## src/rtl/frontend_bank_cmd_translator_if.sv

```systemverilog
// Request/command bus between the frontend interconnect, the bank command translator
// and the downstream command scheduler.
interface frontend_bank_cmd_translator_if #(
  parameter int unsigned BANK_BITS = 3,
  parameter int unsigned ROW_BITS  = 14,
  parameter int unsigned COL_BITS  = 10
);
  logic                 in_valid;
  logic                 in_ready;
  logic                 in_op;
  logic                 in_data_type;
  logic [ROW_BITS-1:0]  in_row;
  logic [COL_BITS-1:0]  in_col;
  logic [BANK_BITS-1:0] in_bank;
  logic [4:0]           in_req_id;
  logic [1:0]           in_core_num;
  logic                 close_all;
  logic                 out_valid;
  logic                 out_ready;
  logic [3:0]           out_cmd;
  logic                 out_bl;
  logic [13:0]          out_row;
  logic [13:0]          out_col;
  logic [2:0]           out_bank;
  logic [4:0]           out_req_id;
  logic [1:0]           out_core_num;
  logic                 out_last;

  modport master (
    output in_valid, in_op, in_data_type, in_row, in_col, in_bank, in_req_id, in_core_num,
    output close_all, out_ready,
    input  in_ready, out_valid, out_cmd, out_bl, out_row, out_col, out_bank,
    input  out_req_id, out_core_num, out_last
  );

  modport slave (
    input  in_valid, in_op, in_data_type, in_row, in_col, in_bank, in_req_id, in_core_num,
    input  close_all, out_ready,
    output in_ready, out_valid, out_cmd, out_bl, out_row, out_col, out_bank,
    output out_req_id, out_core_num, out_last
  );
endinterface

```

## src/rtl/frontend_bank_cmd_translator.sv

```systemverilog
// Expands one frontend request into PRECHARGE/ACTIVE/READ/WRITE using a per-bank open-row table.
// Define AUTO_PRECHARGE_EN for the closed-page policy (RDA/WRA, bank closed after each access).
module frontend_bank_cmd_translator #(
  parameter int unsigned NUM_BANKS = 8,
  parameter int unsigned BANK_BITS = 3,
  parameter int unsigned ROW_BITS  = 14,
  parameter int unsigned COL_BITS  = 10,
  parameter int unsigned BURST_BL8 = 1
) (
  input logic clk,
  input logic rst,
  frontend_bank_cmd_translator_if.slave bus
);
  localparam int unsigned OUT_ADDR_BITS = 14;
  localparam int unsigned OUT_BANK_BITS = 3;

  typedef enum logic [3:0] {
    CMD_NOP       = 4'd0,
    CMD_READ      = 4'd1,
    CMD_WRITE     = 4'd2,
    CMD_ACTIVE    = 4'd6,
    CMD_PRECHARGE = 4'd7,
    CMD_WRA       = 4'd13,
    CMD_RDA       = 4'd14
  } command_t;

  typedef enum logic [1:0] {IDLE, PRE, ACT, RW} state_t;

  typedef struct packed {
    logic                 op;
    logic                 data_type;
    logic [ROW_BITS-1:0]  row;
    logic [COL_BITS-1:0]  col;
    logic [BANK_BITS-1:0] bank;
    logic [4:0]           req_id;
    logic [1:0]           core_num;
  } req_t;

  typedef struct packed {
    logic                     valid;
    command_t                 cmd;
    logic                     bl;
    logic [OUT_ADDR_BITS-1:0] row;
    logic [OUT_ADDR_BITS-1:0] col;
    logic [OUT_BANK_BITS-1:0] bank;
    logic [4:0]               req_id;
    logic [1:0]               core_num;
    logic                     last;
  } cmd_t;

  state_t               state_q, state_d;
  req_t                 req_q, in_req;
  cmd_t                 cmd_q, cmd_d;
  logic                 in_ready_q;
  logic [NUM_BANKS-1:0] open_q;
  logic [ROW_BITS-1:0]  row_tbl [NUM_BANKS];
  logic                 accept, hs, bank_open, row_hit;
  logic                 unused_data_type;

  // Command word for a given state; fields that carry no meaning stay zero.
  function automatic cmd_t build_cmd(input state_t st, input req_t r);
    cmd_t c;
    c          = '0;
    c.valid    = 1'b1;
    c.bank     = OUT_BANK_BITS'(r.bank);
    c.req_id   = r.req_id;
    c.core_num = r.core_num;
    case (st)
      PRE: c.cmd = CMD_PRECHARGE;
      ACT: begin
        c.cmd = CMD_ACTIVE;
        c.row = OUT_ADDR_BITS'(r.row);
      end
      default: begin
`ifdef AUTO_PRECHARGE_EN
        c.cmd = r.op ? CMD_RDA : CMD_WRA;
`else
        c.cmd = r.op ? CMD_READ : CMD_WRITE;
`endif
        c.col  = OUT_ADDR_BITS'(r.col);
        c.bl   = 1'(BURST_BL8);
        c.last = 1'b1;
      end
    endcase
    return c;
  endfunction

  assign in_req = '{op: bus.in_op, data_type: bus.in_data_type, row: bus.in_row,
                    col: bus.in_col, bank: bus.in_bank, req_id: bus.in_req_id,
                    core_num: bus.in_core_num};

  assign accept    = bus.in_valid && in_ready_q;
  assign hs        = cmd_q.valid && bus.out_ready;
  // A simultaneous close_all makes the incoming request see its bank closed.
  assign bank_open = open_q[in_req.bank] && !bus.close_all;
  assign row_hit   = bank_open && (row_tbl[in_req.bank] == in_req.row);

  always_comb begin
    state_d = state_q;
    cmd_d   = cmd_q;
    case (state_q)
      IDLE: if (accept) begin
        if (row_hit)        state_d = RW;
        else if (bank_open) state_d = PRE;
        else                state_d = ACT;
        cmd_d = build_cmd(state_d, in_req);
      end
      PRE: if (hs) begin
        state_d = ACT;
        cmd_d   = build_cmd(ACT, req_q);
      end
      ACT: if (hs) begin
        state_d = RW;
        cmd_d   = build_cmd(RW, req_q);
      end
      RW: if (hs) begin
        state_d = IDLE;
        cmd_d   = '0;
      end
      default: begin
        state_d = IDLE;
        cmd_d   = '0;
      end
    endcase
  end

  always_ff @(posedge clk) begin
    if (rst) begin
      state_q    <= IDLE;
      cmd_q      <= '0;
      in_ready_q <= 1'b0;
    end else begin
      state_q    <= state_d;
      cmd_q      <= cmd_d;
      in_ready_q <= (state_d == IDLE);
    end
  end

  always_ff @(posedge clk) begin
    if (accept) req_q <= in_req;
  end

  // Open-flag updates; close_all is applied last so it overrides an ACTIVE handshake.
  always_ff @(posedge clk) begin
    if (rst) begin
      open_q <= '0;
    end else begin
      if (hs) begin
        case (state_q)
          PRE:     open_q[req_q.bank] <= 1'b0;
          ACT:     open_q[req_q.bank] <= 1'b1;
`ifdef AUTO_PRECHARGE_EN
          RW:      open_q[req_q.bank] <= 1'b0;
`endif
          default: ;
        endcase
      end
      if (bus.close_all) open_q <= '0;
    end
  end

  always_ff @(posedge clk) begin
    if (hs && state_q == ACT) row_tbl[req_q.bank] <= req_q.row;
  end

  assign unused_data_type = req_q.data_type;

  assign bus.in_ready     = in_ready_q;
  assign bus.out_valid    = cmd_q.valid;
  assign bus.out_cmd      = cmd_q.cmd;
  assign bus.out_bl       = cmd_q.bl;
  assign bus.out_row      = cmd_q.row;
  assign bus.out_col      = cmd_q.col;
  assign bus.out_bank     = cmd_q.bank;
  assign bus.out_req_id   = cmd_q.req_id;
  assign bus.out_core_num = cmd_q.core_num;
  assign bus.out_last     = cmd_q.last;
endmodule
```

## src/flat_wrapper.sv

```systemverilog
// flat-port wrapper written by rule: the top's interface ports become plain ports
module frontend_bank_cmd_translator_flat 
#(
  parameter int unsigned NUM_BANKS = 8,
  parameter int unsigned BANK_BITS = 3,
  parameter int unsigned ROW_BITS  = 14,
  parameter int unsigned COL_BITS  = 10,
  parameter int unsigned BURST_BL8 = 1
)
  (clk, rst, bus_in_valid, bus_in_op, bus_in_data_type, bus_in_row, bus_in_col, bus_in_bank, bus_in_req_id, bus_in_core_num, bus_close_all, bus_out_ready, bus_in_ready, bus_out_valid, bus_out_cmd, bus_out_bl, bus_out_row, bus_out_col, bus_out_bank, bus_out_req_id, bus_out_core_num, bus_out_last);
  frontend_bank_cmd_translator_if #(.BANK_BITS(BANK_BITS), .ROW_BITS(ROW_BITS), .COL_BITS(COL_BITS)) bus_i ();
  input logic clk;
  input logic rst;
  input wire logic [$bits(bus_i.in_valid)-1:0] bus_in_valid;
  input wire logic [$bits(bus_i.in_op)-1:0] bus_in_op;
  input wire logic [$bits(bus_i.in_data_type)-1:0] bus_in_data_type;
  input wire logic [$bits(bus_i.in_row)-1:0] bus_in_row;
  input wire logic [$bits(bus_i.in_col)-1:0] bus_in_col;
  input wire logic [$bits(bus_i.in_bank)-1:0] bus_in_bank;
  input wire logic [$bits(bus_i.in_req_id)-1:0] bus_in_req_id;
  input wire logic [$bits(bus_i.in_core_num)-1:0] bus_in_core_num;
  input wire logic [$bits(bus_i.close_all)-1:0] bus_close_all;
  input wire logic [$bits(bus_i.out_ready)-1:0] bus_out_ready;
  output wire logic [$bits(bus_i.in_ready)-1:0] bus_in_ready;
  output wire logic [$bits(bus_i.out_valid)-1:0] bus_out_valid;
  output wire logic [$bits(bus_i.out_cmd)-1:0] bus_out_cmd;
  output wire logic [$bits(bus_i.out_bl)-1:0] bus_out_bl;
  output wire logic [$bits(bus_i.out_row)-1:0] bus_out_row;
  output wire logic [$bits(bus_i.out_col)-1:0] bus_out_col;
  output wire logic [$bits(bus_i.out_bank)-1:0] bus_out_bank;
  output wire logic [$bits(bus_i.out_req_id)-1:0] bus_out_req_id;
  output wire logic [$bits(bus_i.out_core_num)-1:0] bus_out_core_num;
  output wire logic [$bits(bus_i.out_last)-1:0] bus_out_last;
  assign bus_i.in_valid = bus_in_valid;
  assign bus_i.in_op = bus_in_op;
  assign bus_i.in_data_type = bus_in_data_type;
  assign bus_i.in_row = bus_in_row;
  assign bus_i.in_col = bus_in_col;
  assign bus_i.in_bank = bus_in_bank;
  assign bus_i.in_req_id = bus_in_req_id;
  assign bus_i.in_core_num = bus_in_core_num;
  assign bus_i.close_all = bus_close_all;
  assign bus_i.out_ready = bus_out_ready;
  assign bus_in_ready = bus_i.in_ready;
  assign bus_out_valid = bus_i.out_valid;
  assign bus_out_cmd = bus_i.out_cmd;
  assign bus_out_bl = bus_i.out_bl;
  assign bus_out_row = bus_i.out_row;
  assign bus_out_col = bus_i.out_col;
  assign bus_out_bank = bus_i.out_bank;
  assign bus_out_req_id = bus_i.out_req_id;
  assign bus_out_core_num = bus_i.out_core_num;
  assign bus_out_last = bus_i.out_last;
  frontend_bank_cmd_translator #(.NUM_BANKS(NUM_BANKS), .BANK_BITS(BANK_BITS), .ROW_BITS(ROW_BITS), .COL_BITS(COL_BITS), .BURST_BL8(BURST_BL8)) u_core (.clk(clk), .rst(rst), .bus(bus_i));
endmodule
```

## config.mk

```make
export PLATFORM = sky130hd
export DESIGN_NAME = frontend_bank_cmd_translator_flat
export DESIGN_NICKNAME = d
export VERILOG_FILES = /design/src/rtl/frontend_bank_cmd_translator_if.sv /design/src/rtl/frontend_bank_cmd_translator.sv /design/src/flat_wrapper.sv
export SDC_FILE = /design/constraint.sdc
export NUM_CORES = 1
export LEC_CHECK = 0
export CORE_MARGIN = 2
export CORE_UTILIZATION = 51
export DETAILED_ROUTE_END_ITERATION = 8
export PLACE_DENSITY = 0.76
export SYNTH_ARGS = -nofsm -noshare
export SYNTH_HDL_FRONTEND = slang
export SYNTH_SLANG_ARGS = --single-unit
```

## constraint.sdc

```tcl
create_clock -name clk -period 2.5 [get_ports clk]
set_input_delay 0.5 -clock clk [delete_from_list [all_inputs] [get_ports clk]]
set_output_delay 0.5 -clock clk [all_outputs]
set_load 0.1 [all_outputs]
```

==> summary.txt, run 1 <==
Status
  • Status: finished clean

Setup path
  • Startpoint Class: input pin
  • CP required: 2.85 ns
  • RR Startpoint: u_core.row_tbl[6][10]
  • CP Capture Type: flop
  • CP Class: input pin to flop
  • Worst setup path start: bus_in_bank[1]
  • Critical path arrival: about 2.7 ns
  • Reg-to-reg endpoint: u_core.bus.out_col[4]
  • Reg2Reg Setup Slack: 0.17 ns
  • R2R depth: 9
  • Worst-path fanout max: 11

Route
  • Routed wire length: ~18 mm
  • Vias: 5068
  • DRC errors left: 0
  • Drt first-iter violations: between 300 and 400
  • Routed Antenna Nets: 0
  • Via density: 5.70
  • First drt pass iteration count: 5
  • Routed len/inst: between 20 and 25 um

STA
  • Slew HR: between 60% and 70%
  • Final setup viols: 0
  • Max frequency: roughly 430 MHz
  • Final Hold Viols: 0
  • Unrepaired setup endpoints after global routing: false
  • Post-route setup slack: 0.148 ns
  • Crit share post-route: 94.1%
  • Fin. max-slew vios: 0
  • Slew @ Worst Pin: between 0.5 and 0.6 ns
  • Crit path time final: 2.35 ns
  • Skew final: 0.0108 ns

Synthesis
  • Flops & latches, synth: just under 200
  • Most frequent cell after synthesis: edfxtp_1
  • Post-Syn Instances: 549
  • Sequential-to-total area share from yosys stat: 67.8%
  • Top post-synthesis cells by count: edfxtp_1, nor2_1, dfxtp_1
  • Yosys synthesis warning count: 0
  • Area leader, netlist: edfxtp_1
  • Async S/R FF share, synth: 0%
  • Synth area leaders: edfxtp_1, dfxtp_1, mux4_2
  • Yosys top cell area share: approximately 55%
  • Cell variety after synth: 51
  • Mapped cell area: around 0.008 sq mm
  • Synth Flop Type: edfxtp_1
  • Number of synthesized flops with an enable pin: 147
  • Syn_area_per_cell: 14.6 sq um

Floorplan
  • IO Pins: 87
  • Die W: 129 um
  • Die Y: 129 um
  • Initial core utilization: 52.4%
  • Num rows: 45
  • Die ar.: 0.0167 sq mm
  • Core Area: 0.0153 sq mm

Placed design
  • DP Wirelength: 11.8 mm
  • Worst slack, placed: -0.612 ns
  • Buffers added on ports: 80
  • Placed cell area: 0.00928 sq mm
  • GP Congestion: 0.814

Power
  • Power Density: 1050 mW/mm^2
  • Total chip power: 10400 uW
  • Leakage: 0.00347 uW
  • Max IR drop VDD: 0.000691 V

Global routing
  • Number of global-route vias before repair: 5110
  • Largest net degree at the start of global routing: 35
  • Initial antenna violation count: 0
  • Grt total ovfl: 0
  • Tot GR Track Use: 22.3%
  • First-pass GRT wire length: 27.6 mm

Cells and area
  • Layout Utilization: 64.9%
  • Share of cells above drive strength 1: between 20 and 25%
  • Growth of design area from synthesis to finish: 23.8%
  • Post-route cell area: 0.00990 sq mm
  • Fin nets: 711
  • Antenna diodes: 0

Min path
  • Min-Delay Path Class: flop to flop
  • Worst Hold Depth: 2

Clock network
  • Root Buffer: clkbuf_16
  • Clock sink count: 197
  • # hold bufs at CTS: 0
  • Clock buffer depth: 2
  • H-Tree Level Count: 4
  • CTS tree: yes
  • Worst skew pair latency: 0.43 ns
  • Total CTS buffers: 17
  • Clk pin slew, worst setup/hold paths: 0.06 ns

Flow run
  • Max-cap violations: 0
## layout make-up
| cell class | instances | area, sq um |
|---|---|---|
| clock inverters | 11 | 126 |
| well taps | 211 | 264 |
| clock buffers | 21 | 450 |
| inverters | 6 | 22.5 |
| repair buffers | 133 | 1260 |
| flip-flops and latches | 197 | 5420 |
| multi-input cells | 310 | 2350 |
| fillers | 1070 | 5360 |
## worst max-delay path, stage by stage
cell      delay (ns)
buf_2           0.26
buf_12          0.19
buf_4           0.13
mux2i_1         0.28
a22o_1          0.19
nor3_1          0.04
nand4b_1        0.23
nor4_4          0.29
buf_6           0.17
buf_8           0.12
nand4_1         0.09
a31oi_1         0.18
## repair_timing
item                       4_1_cts  5_1_grt
cloned                           0        1
buffers inserted                 1        0
setup endpoints to repair       15       12
pin swaps                        2        3
gates resized for setup          4        1
## how the worst max path moves through the flow
stage	endpoint	slack, ns	cells after the start
detailed placement	u_core.bus.out_col[4]	-0.61	10
finish	u_core.bus.out_col[4]	0.15	12
global placement	u_core.bus.out_col[5]	-0.46	10
floorplan	u_core.bus.out_bank[1]	0.05	5
CTS	u_core.bus.out_col[4]	0.04	9
global route	u_core.bus.out_col[9]	0.008	10
## logic make-up (layout without fill, tap and decap cells)
family	Yosys count	count (layout)	synth area share, %
AND/OR/NAND/NOR	127	127	7.72
adder cells (fa/ha/maj)	5	5	0.783
multiplexers	52	52	9.85
other	1	5	0.0469
XOR/XNOR	10	10	1.10
flip-flops	197	197	67.8
buffers and inverters	46	171	3.24
AO/OA/AOI/OAI	111	111	9.52
## stage by stage
stage | instances | hold WS [ns] | TNS [ns]
6_report | 889 | 0.487 | 0
5_1_grt | 889 | 0.515 | 0
4_1_cts | 888 | 0.484 | 0
3_5_place_dp | 855 | 0.475 | -13.72
3_3_place_gp | 855 | 0.464 | -10.74
2_1_floorplan | 553 | 0.450 | 0
## layer usage
layer	global-route usage [%]	part of all wire [%]	vias up
met5	0	0	-
met4	6.91	1.6	0
met3	4.95	6.1	20
met2	37.8	51	190
met1	29.0	41	2512
li1	-	-	2346
## placed cells by master, fill, tap and decap left out, types with 6 or more instances in the layout
cell type / synthesis / final
edfxtp_1: 147 / 147
mux4_2: 20 / 20
buf_4: 8 / 79
nor3_1: 8 / 6
buf_12: 0 / 12
inv_1: 6 / 6
dfxtp_1: 50 / 49
xor2_1: 8 / 8
a22oi_1: 26 / 26
o21ai_0: 22 / 22
a31oi_1: 12 / 12
clkbuf_16: 0 / 18
nand4_1: 13 / 13
mux2_2: 8 / 9
nor2_1: 52 / 52
nand2_1: 26 / 26
mux2i_1: 22 / 22
a21oi_1: 9 / 8
nor2b_1: 7 / 7
a211oi_1: 25 / 25
clkdlybuf4s50_1: 0 / 36
## flip-flops by register name (all words and copies together) (netlist names), 3 cells and up, named ones only
register / count
u_core.bus.out_col: 10
u_core.bus.out_bank: 3
u_core.bus.out_req_id: 5
u_core.row_tbl: 112
u_core.req_q: 35
u_core.bus.out_cmd: 3
u_core.bus.out_row: 14
## where the power goes
group / total (uW) / internal, uW / switching, uW
combinational: 3710 / 1030 / 2680
clock: 2640 / 1500 / 1140
sequential: 4080 / 3870 / 209
(Power assumes the default switching activity.)
==> inputs of run 2 (changes only) <==
--- a/config.mk
+++ b/config.mk
@@ -6,9 +6,9 @@
 export NUM_CORES = 1
 export LEC_CHECK = 0
 export CORE_MARGIN = 2
-export CORE_UTILIZATION = 51
+export CORE_UTILIZATION = 40
 export DETAILED_ROUTE_END_ITERATION = 8
-export PLACE_DENSITY = 0.76
+export SLEW_MARGIN = 20
 export SYNTH_ARGS = -nofsm -noshare
 export SYNTH_HDL_FRONTEND = slang
 export SYNTH_SLANG_ARGS = --single-unit
==> run 2 against run 1 <==
Final area up 1.8%. Worst setup slack got worse by 0.036 ns. Clock skew grew 0.0026 ns. Non-clock buffer count is 10 higher. Worst hold slack worse by 0.0084 ns. Via count is 2.1% higher. Cell count rose by 7.2%. Wire length increased by 7.4%. Critical endpoint is now u_core.bus.out_col[9]. Largest cell class unchanged. Largest power group unchanged. Highest routed layer unchanged.
==> summary.txt, run 2 (synthesized netlist as in run 1, its figures left out) <==
STA
  • Unrepaired setup endpoints after global routing: false
  • Fin. max-slew vios: 0 (unchanged)
  • Final setup viols: 0 (unchanged)
  • Crit share post-route: 95.5% (+1.4 points)
  • Max frequency: 419 MHz (-1.5%)
  • Skew final: 0.0134 ns (+0.00263 ns)
  • Final Hold Viols: 0 (unchanged)
  • Crit path time final: 2.39 ns (+0.0362 ns)
  • Fin Hold WS: 0.479 ns (-0.00840 ns)

Global routing
  • Initial antenna violation count: 0 (unchanged)
  • Tot GR Track Use: 18.2% (-4.1 points)
  • Number of global-route vias before repair: 5315 (+4.0%)
  • First-pass GRT wire length: 29.4 mm (+6.7%)
  • Grt total ovfl: 0 (unchanged)
  • Largest net degree at the start of global routing: 34 (-2.9%)

Clock network
  • CTS tree: yes
  • Root Buffer: clkbuf_16
  • Total CTS buffers: 17 (unchanged)
  • Clock sink count: 197 (unchanged)
  • H-Tree Level Count: 4 (unchanged)
  • Clock buffer depth: 2 (unchanged)
  • Clk pin slew, worst setup/hold paths: 0.07 ns (about the same)
  • # hold bufs at CTS: 0 (unchanged)
  • Worst skew pair latency: 0.43 ns (about the same)

Cells and area
  • Most frequent cells in the layout: edfxtp_1, buf_4, nor2_1
  • Share of cells above drive strength 1: 25.9% (+1.5 points)
  • Growth of design area from synthesis to finish: 26.1%
  • Antenna diodes: 0 (unchanged)
  • Final cell count without fillers: 953 (+7.2%)
  • Top reg by flops: u_core.row_tbl
  • Commonest non-fill, non-tap cell in the layout: edfxtp_1
  • Max reg flops: 112 (unchanged)
  • Fin nets: 721 (+1.4%)

Route
  • First drt pass iteration count: 5 (unchanged)
  • Vias: 5173 (+2.1%)
  • Routed Antenna Nets: 0 (unchanged)
  • DRC errors left: 0 (unchanged)
  • Drt first-iter violations: 439 (+19%)
  • Via density: 5.43 (-4.8%)
  • Routed len/inst: 20.1 um (+0.20%)
  • Routed wire length: 19.2 mm (+7.4%)

Setup path
  • CP required: 2.86 ns (about the same)
  • Startpoint Class: flop
  • CP max-delay cell: or4b_4
  • CP Buf/Inv Count: 2 (-3)
  • CP Capture Type: flop
  • CP top delay family: simple AND/OR/NAND/NOR gates
  • Critical path arrival: 2.75 ns (+0.05 ns)
  • Worst-path fanout max: 6 (-5)
  • Worst path max stage delay: 0.52 ns (+0.23 ns)
  • CP Class: flop to flop
  • Worst-path cell chain: mux2_4, o22a_1, and3_1, or4b_4, nor4_4, buf_4, buf_6, nand4_1, a31oi_1

Floorplan
  • Initial core utilization: 40.9% (-11 points)
  • IO Pins: 87 (unchanged)
  • Core Area: 0.0195 sq mm (+28%)
  • Die W: 145 um (+13%)
  • Die ar.: 0.0211 sq mm (+27%)
  • Num rows: 51 (+13%)
  • Die Y: 145 um (+13%)

Power
  • Leakage: 0.00356 uW (+2.6%)
  • Power Density: 1070 mW/mm^2 (+1.2%)
  • Max IR drop VDD: 0.000553 V (-20%)

Placed design
  • DP Cell Count: 916 (+7.1%)
  • DP Wirelength: 12.5 mm (+6.1%)
  • GP Congestion: 0.788 (-3.3%)
  • Buffers added on ports: 80 (unchanged)

Flow run
  • Max-cap violations: 0 (unchanged)

Status
  • Status: finished clean

Min path
  • Min-Delay Path Class: flop to flop
-- run 2: cell count changes in the layout (fill, tap and decap cells not counted), sizes merged --
cell / previous run / this run
inv: 7 / 10
buf: 95 / 104
clkinvlp: 2 / 1
bufinv: 2 / 1
clkinv: 6 / 4
clkbuf: 22 / 24
-- run 2: power breakdown --
group          internal, uW  leakage (uW)  switching (uW)
combinational          1130       0.00152            2720
clock                  1600      0.000305            1230
sequential             3870       0.00174             210
-- run 2: routing by layer --
metal | GRT usage, % | wire [um] | up-vias
li1 | - | - | 2372
met4 | 5.78 | 240 | 0
met3 | 4.23 | 1050 | 19
met1 | 23.7 | 8050 | 2613
met2 | 30.4 | 9820 | 169
met5 | 0 | 0 | -
-- run 2: final timing paths --
kind                          from                    end  slack, ns  cells after the start
max reg2reg  u_core.row_tbl[6][10]  u_core.bus.out_col[9]       0.11                      9
min                           flop                   flop       0.48                      2
max          u_core.row_tbl[6][10]  u_core.bus.out_col[9]       0.11                      9
min reg2reg                   flop                   flop       0.48                      2
-- run 2: worst register-to-register path, stage by stage (launching register included) --
cell and delay, ns:
edfxtp_1 0.37, mux2_4 0.28, o22a_1 0.22, and3_1 0.18
or4b_4 0.52, nor4_4 0.15, buf_4 0.19, buf_6 0.14
nand4_1 0.10, a31oi_1 0.18
-- run 2: timing repair --
| action | in CTS | in global routing |
|---|---|---|
| pin swaps | 3 | 4 |
| setup buffers | 2 | 0 |
| gates cloned | 2 | 1 |
| setup endpoints to repair | 13 | 15 |
| gates resized for setup | 5 | 3 |
-- run 2: stage by stage --
stage | power (uW) | instance area [sq um] | setup WS (ns) | util, % | TNS (ns)
finish | 10800 | 10100 | 0.112 | 51.6 | 0
CTS | 10800 | 10000 | 0.00156 | 51.4 | 0
floorplan | 6820 | 8020 | 0.0474 | - | 0
global route | 11200 | 10100 | 0.00446 | 51.6 | 0
global placement | 7900 | 9390 | -0.496 | 48.1 | -10.84
detailed placement | 7980 | 9390 | -0.560 | 48.1 | -11.74
-- run 2: area by class of cell --
class | count | area (sq um)
multi-input combinational | 310 | 2360
sequential | 197 | 5420
fill | 1654 | 9450
tap | 265 | 332
clock buffer | 22 | 518
inverter | 6 | 22.5
timing repair buffer | 143 | 1330
clock inverter | 10 | 103
==> inputs of run 3 (changes only) <==
--- a/config.mk
+++ b/config.mk
@@ -8,6 +8,7 @@
 export CORE_MARGIN = 2
 export CORE_UTILIZATION = 40
 export DETAILED_ROUTE_END_ITERATION = 8
+export HOLD_SLACK_MARGIN = 0.02
 export SLEW_MARGIN = 20
 export SYNTH_ARGS = -nofsm -noshare
 export SYNTH_HDL_FRONTEND = slang
==> results of run 3 <==
Final layout, timing and power as in run 2 (identical DEF).
